[src/rtl/e_s_in_buf_pkg.sv]
// Shared constants for the CPU input-side port block: default data width,
// CPU port-id encoding and the per-port FIFO depth.
package e_s_in_buf_pkg;

  localparam int DEFAULT_WIDTH = 8;

  localparam logic [1:0] PORT1 = 2'd0;
  localparam logic [1:0] PORT2 = 2'd1;
  localparam logic [1:0] PORT3 = 2'd2;
  localparam logic [1:0] PORT4 = 2'd3;

  localparam int         FIFO_DEPTH = 2;
  localparam logic [1:0] FULL_COUNT = 2'(FIFO_DEPTH);

endpackage

[src/rtl/e_s_in_buf_in_fifo2.sv]
// Two-entry FIFO for one producer port. Single-bit pointers wrap naturally,
// a push into a full FIFO or a pop from an empty one is ignored, and the
// head reads as zero while the FIFO is empty.
module in_fifo2
  import e_s_in_buf_pkg::*;
#(
  parameter int W = DEFAULT_WIDTH
) (
  input  logic         clk,
  input  logic         reset,
  input  logic [W-1:0] din,
  input  logic         push,
  input  logic         pop,
  output logic [W-1:0] dout,
  output logic         full,
  output logic         empty
);

  logic [W-1:0] mem [FIFO_DEPTH];
  logic         wr_ptr;
  logic         rd_ptr;
  logic [1:0]   count;
  logic         do_push;
  logic         do_pop;

  assign full    = (count == FULL_COUNT);
  assign empty   = (count == 2'd0);
  assign do_push = push && !full;
  assign do_pop  = pop && !empty;
  assign dout    = empty ? '0 : mem[rd_ptr];

  // Pointer and occupancy tracking; a simultaneous push and pop keeps the count.
  always_ff @(posedge clk or posedge reset) begin
    if (reset) begin
      wr_ptr <= 1'b0;
      rd_ptr <= 1'b0;
      count  <= 2'd0;
    end else begin
      if (do_push) wr_ptr <= ~wr_ptr;
      if (do_pop)  rd_ptr <= ~rd_ptr;
      case ({do_push, do_pop})
        2'b10:   count <= count + 2'd1;
        2'b01:   count <= count - 2'd1;
        default: count <= count;
      endcase
    end
  end

  // Storage write; contents need no reset because empty masks the head.
  always_ff @(posedge clk) begin
    if (do_push) mem[wr_ptr] <= din;
  end

endmodule

[src/rtl/e_s_in_buf.sv]
// Input-side I/O port block: four producer FIFOs, CPU head select, pending
// flags. Optional interrupt output enabled by defining E_S_IRQ_EN.
module e_s_in_buf
  import e_s_in_buf_pkg::*;
#(
  parameter int WIDTH = DEFAULT_WIDTH
) (
  input  logic             clk,
  input  logic             reset,
  input  logic [WIDTH-1:0] in1,
  input  logic [WIDTH-1:0] in2,
  input  logic [WIDTH-1:0] in3,
  input  logic [WIDTH-1:0] in4,
  input  logic             vld1,
  input  logic             vld2,
  input  logic             vld3,
  input  logic             vld4,
  output logic             rdy1,
  output logic             rdy2,
  output logic             rdy3,
  output logic             rdy4,
  input  logic [1:0]       id_in,
  input  logic             rd,
  output logic [WIDTH-1:0] data_in,
  output logic [3:0]       pend
`ifdef E_S_IRQ_EN
  ,
  output logic             irq
`endif
);

  logic [WIDTH-1:0] din  [4];
  logic [WIDTH-1:0] head [4];
  logic [3:0]       vld;
  logic [3:0]       full;
  logic [3:0]       empty;
  logic [3:0]       push;
  logic [3:0]       pop;

  assign din[0] = in1;
  assign din[1] = in2;
  assign din[2] = in3;
  assign din[3] = in4;
  assign vld    = {vld4, vld3, vld2, vld1};

  assign rdy1 = !full[0];
  assign rdy2 = !full[1];
  assign rdy3 = !full[2];
  assign rdy4 = !full[3];
  assign pend = ~empty;

  // Push on producer handshake; pop only the port the CPU currently selects.
  always_comb begin
    push = '0;
    pop  = '0;
    for (int k = 0; k < 4; k++) begin
      push[k] = vld[k] && !full[k];
      pop[k]  = rd && (id_in == 2'(k));
    end
  end

  for (genvar g = 0; g < 4; g++) begin : g_port
    in_fifo2 #(.W(WIDTH)) u_fifo (
      .clk   (clk),
      .reset (reset),
      .din   (din[g]),
      .push  (push[g]),
      .pop   (pop[g]),
      .dout  (head[g]),
      .full  (full[g]),
      .empty (empty[g])
    );
  end

  // Head byte of the selected port; each FIFO already presents zero when empty.
  always_comb begin
    data_in = '0;
    case (id_in)
      PORT1:   data_in = head[0];
      PORT2:   data_in = head[1];
      PORT3:   data_in = head[2];
      PORT4:   data_in = head[3];
      default: data_in = '0;
    endcase
  end

`ifdef E_S_IRQ_EN
  // Interrupt follows the registered pending flags one cycle later.
  always_ff @(posedge clk or posedge reset) begin
    if (reset) irq <= 1'b0;
    else       irq <= |pend;
  end
`endif

endmodule

[config.mk]
export PLATFORM = sky130hd
export DESIGN_NAME = e_s_in_buf
export DESIGN_NICKNAME = d
export VERILOG_FILES = /design/src/rtl/e_s_in_buf_pkg.sv /design/src/rtl/e_s_in_buf_in_fifo2.sv /design/src/rtl/e_s_in_buf.sv
export SDC_FILE = /design/constraint.sdc
export NUM_CORES = 1
export LEC_CHECK = 0
export ABC_AREA = 1
export CAP_MARGIN = 0
export CORE_MARGIN = 4
export CORE_UTILIZATION = 62
export CTS_BUF_LIST = sky130_fd_sc_hd__clkbuf_16
export DETAILED_ROUTE_END_ITERATION = 7
export DONT_BUFFER_PORTS = 1
export GPL_ROUTABILITY_DRIVEN = 0
export PLACE_DENSITY_LB_ADDON = 0.2
export SYNTH_ARGS = -nofsm -noshare
export SYNTH_HDL_FRONTEND = slang
export SYNTH_SLANG_ARGS = --single-unit
[constraint.sdc]
create_clock -name clk -period 1.9 [get_ports clk]
set_clock_uncertainty 0.15 [all_clocks]
set_input_delay 0.57 -clock clk [delete_from_list [all_inputs] [get_ports clk]]
set_output_delay 0.57 -clock clk [all_outputs]
set_load 0.02 [all_outputs]
==> results.cfg, run 1 <==
[clock_network]
clk-insertion-delay-late_ps = 340
htreeDepth = 3
clk_path_buf_depth = 2
cts_buffers = 9
clkSinkCount = 80
clock-root-buffer = clkbuf_16
clk_pin_slew_worst_paths_ps = 60
cts_tree = built

[logic_synthesis]
synth_cell_type_count = 17
synth_top_family_by_area = simple AND/OR/NAND/NOR gates
synth_fa_ha_area_frac = 0.0147
synthesis.nets = 356
yosysWarningCount = 0
ys_seq_elements = 80
synth_compound_area_frac = 0.0118
muxShareOfSynthArea = 0
synthCells = 311
synthXorXnorAreaFrac = 0.0309
syn_avg_cell_area_um2 = 10.9
yosysSeqAreaShare = 0.682
yosys.area_share.simple = 0.229
netlist_area_mm2 = 0.00340

[global_routing]
grt-ovfl-total = 0
grt_pass1_vias = 2258
grt_pass1_wl_mm = 11.0
antenna_found_initial = 0
grt_util_all_layers = 0.231
grt_max_degree = 17

[sta]
finalHoldViolCount = 0
clock.fmax_ghz = 0.460
rsz0062_at_grt = true
worst_pin_slew_ps = 603
period_share = 1.14
max_slew_margin = 0.597
finalWorstSetupSlack_ps = -272
min_period_ps = 2170
setup_viol = 9
final-max-slew-violation-count = 0

[floorplanning]
dieArea_mm2 = 0.00674
num_rows = 26
start_util = 0.654
core_area_mm2 = 0.00520
fp.dieW_um = 82.1
ioPinCount = 57
chipHeight_um = 82.1

[worst_hold_path]
worstHoldPathType = in2reg

[pwr]
p_sw_mw = 2.57
p_clk_frac = 0.229
power_density_mw_per_mm2 = 1660
comb_power_share = 0.364
p_total_mw = 6.85
peakVddDrop_mv = 1.17
internal_power_mw = 4.28
swShare = 0.375
p_leak_nw = 1.70
pwr-share-seq = 0.407

[drt]
firstDrtPassIters = 5
wire_per_inst_um = 17.1
viasPerCell = 5.33
via_count = 2245
drcViolationCount = 0
ant_nets = 0
drt_iter0_markers = 202
wirelength_mm = 7.22

[placed_design]
io_buffers = 0
dp_hpwl_mm = 4.77
dp_cells = 395

[status]
outcome = finished, violations left
violations = setup timing

[cells_and_area]
drive_gt1_frac = 0.308
final_cells = 421
num-nets-final = 391
area_delta_synth_final_pct = 21.0
insertedDiodeCount = 0

[critical_path]
crit_required_ps = 1180
critPathKind = reg2out
worst_setup_path_start_kind = flip-flop
cp-end-kind = output port
crit_fanout = 4
crit_arrival_ps = 1450

[run]
max-cap-violations = 0
[power by group through the flow]
stage	combinational (mW)	sequential, mW	clock (mW)
2_1_floorplan	1.52	2.64	0
3_3_place_gp	2.03	2.72	0
3_5_place_dp	2.07	2.73	0
4_1_cts	2.31	2.76	1.57
5_1_grt	2.74	2.83	1.66
6_report	2.49	2.79	1.57
[cells in the mapped netlist]
cell type,instances,area share
nand2_1,139,0.15
ha_1,4,0.015
buf_2,4,0.0059
nor2_1,8,0.0088
or2_4,1,0.0026
xnor2_1,7,0.018
nand4_1,8,0.015
xor2_1,5,0.013
dfrtp_1,16,0.12
nor2_2,8,0.015
a21oi_1,8,0.012
edfxtp_1,64,0.56
inv_2,4,0.0044
inv_1,19,0.021
nor2_4,4,0.013
or2_1,4,0.0073
nand2_2,8,0.015
[critical path, stage by stage, from the launching register on]
cell,delay [ps]
dfrtp_1,430
nor2_4,220
nor2_2,90
nand2_1,80
nand4_1,300
[sequential cells by signal, indices dropped and copies added (netlist names)]
name / flops
g_port.u_fifo.mem: 64
g_port.u_fifo.rd_ptr: 4
g_port.u_fifo.wr_ptr: 4
g_port.u_fifo.count: 8
[cells in the final DEF, fill, tap and decap left out]
| cell type | n |
|---|---|
| nor2_1 | 8 |
| dlygate4sd3_1 | 1 |
| nor2_2 | 5 |
| ha_1 | 4 |
| or2_4 | 1 |
| dfrtp_1 | 9 |
| inv_4 | 4 |
| nand2_1 | 109 |
| clkinvlp_4 | 4 |
| a21oi_1 | 8 |
| dfrtp_2 | 7 |
| xnor2_1 | 7 |
| inv_1 | 16 |
| clkinv_4 | 1 |
| or2_1 | 4 |
| clkinv_2 | 2 |
| nand4_1 | 8 |
| inv_2 | 3 |
| xor2_1 | 5 |
| nor2_4 | 8 |
| buf_4 | 16 |
| clkbuf_16 | 9 |
| edfxtp_1 | 64 |
| nand2_4 | 2 |
| nand2_2 | 36 |
| buf_6 | 10 |
[cells by family after synthesis]
kind of cell             count (synthesis)
AO/OA/AOI/OAI                            8
XOR/XNOR                                12
adder cells (fa/ha/maj)                  4
buffers and inverters                   27
flip-flops                              80
AND/OR/NAND/NOR                        180
[per-layer routing]
layer / routed length (um) / track usage / up-vias
met2: 3720 / 0.384 / 85
met1: 2690 / 0.275 / 1065
met3: 758 / 0.0922 / 6
li1: - / - / 1089
met5: 0 / 0 / -
met4: 55 / 0.0764 / 0
[worst paths after layout]
path | startpoint | to | slack (ps) | depth (start not counted)
max | g_port[0].u_fifo.count[1] | data_in[3] | -270 | 4
min in group asynchronous | reset | g_port[0].u_fifo.wr_ptr | 540 | 3
max in group asynchronous | reset | g_port[2].u_fifo.rd_ptr | 830 | 3
min reg2reg | g_port[1].u_fifo.count[1] | g_port[1].u_fifo.count[1] | 370 | 1
max reg2reg | g_port[2].u_fifo.count[0] | g_port[2].u_fifo.count[1] | 80 | 9
min | in2[0] | g_port[1].u_fifo.mem[1][0] | 170 | 0
[layout make-up]
class / count / area, um2
clock inverters: 7 / 48.8
inverters: 23 / 96.3
fillers: 307 / 1090
multi-input cells: 205 / 1090
clock buffers: 9 / 225
flip-flops and latches: 80 / 2330
well taps: 70 / 87.6
repair buffers: 27 / 243
[per-stage QoR]
step	util	TNS [ps]	hold slack, ps	instance area [um2]	setup slack, ps
2_1_floorplan	-	0	334	3400	54.9
3_3_place_gp	0.693	-301	347	3610	-41.4
3_5_place_dp	0.693	-564	349	3610	-86.3
4_1_cts	0.773	-1600	176	4020	-208
5_1_grt	0.791	-2270	169	4120	-290
6_report	0.791	-1870	171	4120	-272
[timing repair]
| action | in CTS | in global routing |
|---|---|---|
| buffers inserted | 4 | 6 |
| hold buffers | 1 | 0 |
| resized for setup | 33 | 28 |
| gates cloned | 1 | 0 |
| endpoints found under the setup margin | 8 | 10 |
| hold endpoints to repair | 3 | 0 |
| pin swaps | 22 | 14 |
No activity file was read; power rests on OpenSTA's default activity.
==> run 2, diff against run 1 <==
- PLACE_DENSITY: not set -> 0.78
- PLACE_DENSITY_LB_ADDON: 0.2 -> not set
==> results.cfg, run 2 (synthesis results as in run 1) <==
[sta]
finalSetupTns_ps = -1700
worst_pin_slew_ps = 638
finalHoldViolCount = 10
rsz0062_at_grt = true
final-max-slew-violation-count = 0
period_share = 1.13
max_slew_margin = 0.573
whs_ps = -2.71
min_period_ps = 2140
clock.fmax_ghz = 0.468
finalWorstSetupSlack_ps = -238
setup_viol = 8

[critical_path]
crit_fanout = 5
crit_required_ps = 1180
crit_top_cell = nand2_1
path_cells = buf_6, nand2_1, nand2_1, nand2_1, nand4_1
crit_buf_inv = 1
crit_arrival_ps = 1420
critical_path.max_stage_delay_ps = 450
cp-end-kind = output port
path_delay_family = simple AND/OR/NAND/NOR gates
cpMaxStageDelayCell = dfrtp_2
worst_setup_path_start_kind = flip-flop
critPathKind = reg2out

[pwr]
swShare = 0.344
peakVddDrop_mv = 1.01
power_density_mw_per_mm2 = 1710
p_sw_mw = 2.36
pwr-share-seq = 0.406
p_clk_frac = 0.272
p_leak_nw = 1.69
comb_power_share = 0.323
internal_power_mw = 4.51

[drt]
via_count = 2189
ant_nets = 0
drt_iter0_markers = 155
firstDrtPassIters = 4
viasPerCell = 5.33
wl_met1_mm = 2.55
drcViolationCount = 0
met3WireLength_um = 698
wl_met2_mm = 3.37
routed.top_layer = met4
wirelength_mm = 6.75
wire_per_inst_um = 16.4

[floorplanning]
fp.dieW_um = 82.1
ioPinCount = 57
dieArea_mm2 = 0.00674
core_area_mm2 = 0.00520
num_rows = 26
start_util = 0.654
chipHeight_um = 82.1

[status]
outcome = finished, violations left
violations = hold timing, setup timing

[cells_and_area]
multi_input_area_mm2 = 0.00103
largest_register_ffs = 64
insertedDiodeCount = 0
area_delta_synth_final_pct = 18.4
layout_commonest_cell = nand2_1
layout_common_cells = nand2_1 (124), edfxtp_1 (64), nand2_2 (23), inv_1 (22), buf_4 (12)
regArea_mm2 = 0.00233
top_register = g_port.u_fifo.mem
drive_gt1_frac = 0.226
num-nets-final = 381
fillers = 331
top_regs = g_port.u_fifo.mem x64, g_port.u_fifo.count x8

[clock_network]
clkSinkCount = 80
clock-root-buffer = clkbuf_16
clk-insertion-delay-late_ps = 330
clk_path_buf_depth = 2
htreeDepth = 3
cts_buffers = 9
cts_tree = built
clk_pin_slew_worst_paths_ps = 50

[placed_design]
io_buffers = 0
dp_hpwl_mm = 4.76
dpl_worst_slack_ps = -82.8

[global_routing]
grt_util_all_layers = 0.227
grt_pass1_vias = 2223
grt_pass1_wl_mm = 10.7
grt-ovfl-total = 0
antenna_found_initial = 0
grt_max_degree = 17

[worst_hold_path]
worstHoldPathType = in2async

[run]
max-cap-violations = 0
## run 2: cell types whose count changed in the layout (fill, tap and decap cells not counted), moves of 2 or more
cell / before / now
buf_4: 16 / 12
buf_6: 10 / 6
bufinv_16: 0 / 3
clkinv_2: 2 / 0
clkinvlp_4: 4 / 0
inv_1: 16 / 22
inv_2: 3 / 0
nand2_1: 109 / 124
nand2_2: 36 / 23
nand2_4: 2 / 0
## run 2: layer usage
layer,GRT usage,vias up
met5,0,-
met4,0.0880,0
met3,0.0987,13
met2,0.375,90
met1,0.260,1017
li1,-,1069
## run 2: worst paths after layout
check / start / end / slack [ps] / cells after the start
hold / removal: reset / g_port[3].u_fifo.count[1] / -3 / 2
setup / recovery: g_port[3].u_fifo.rd_ptr / data_in[6] / -240 / 5
setup reg to reg: g_port[0].u_fifo.count[1] / g_port[0].u_fifo.count[1] / 100 / 8
max in group asynchronous: reset / g_port[0].u_fifo.count[0] / 1380 / 2
hold reg to reg: g_port[3].u_fifo.wr_ptr / g_port[3].u_fifo.wr_ptr / 380 / 2
min in group clk: in1[0] / g_port[0].u_fifo.mem[1][0] / 180 / 0
## run 2: worst reg2reg max path, stage by stage, from the launching register on
cell     delay, ps
dfrtp_1        420
nor2_2         180
nor2_4          90
nand2_2         80
inv_1           50
ha_1           330
a21oi_1        180
nand2_1         90
xnor2_1        130
## run 2: metrics by stage
stage / total power, mW / area [um2] / util / cells
3_5_place_dp: 4.79 / 3600 / 0.692 / 394
4_1_cts: 6.85 / 4010 / 0.770 / 411
6_report: 6.88 / 4030 / 0.775 / 411
3_3_place_gp: 4.74 / 3600 / 0.692 / 394
5_1_grt: 7.28 / 4030 / 0.775 / 411
2_1_floorplan: 4.16 / 3400 / - / 311
## run 2: what timing repair did
item                       CTS  global route
pin swaps                   14            10
setup buffers                1             0
resized for setup           26             9
setup endpoints to repair    8             8
hold buffers                 0             0
## run 2: power by group through the flow
stage	clock (mW)	sequential, mW	combinational (mW)
finish	1.87	2.79	2.22
global route	1.99	2.84	2.45
CTS	1.89	2.78	2.19
detailed placement	0	2.75	2.04
global placement	0	2.72	2.02
floorplan	0	2.64	1.52
## run 2: area by class of cell
class	count	share of cell area
Clock buffer	9	0.0559
Clock inverter	7	0.0261
Inverter	23	0.0239
Multi-Input combinational cell	204	0.255
Sequential cell	80	0.578
Tap cell	70	0.0217
Timing Repair Buffer	18	0.0391
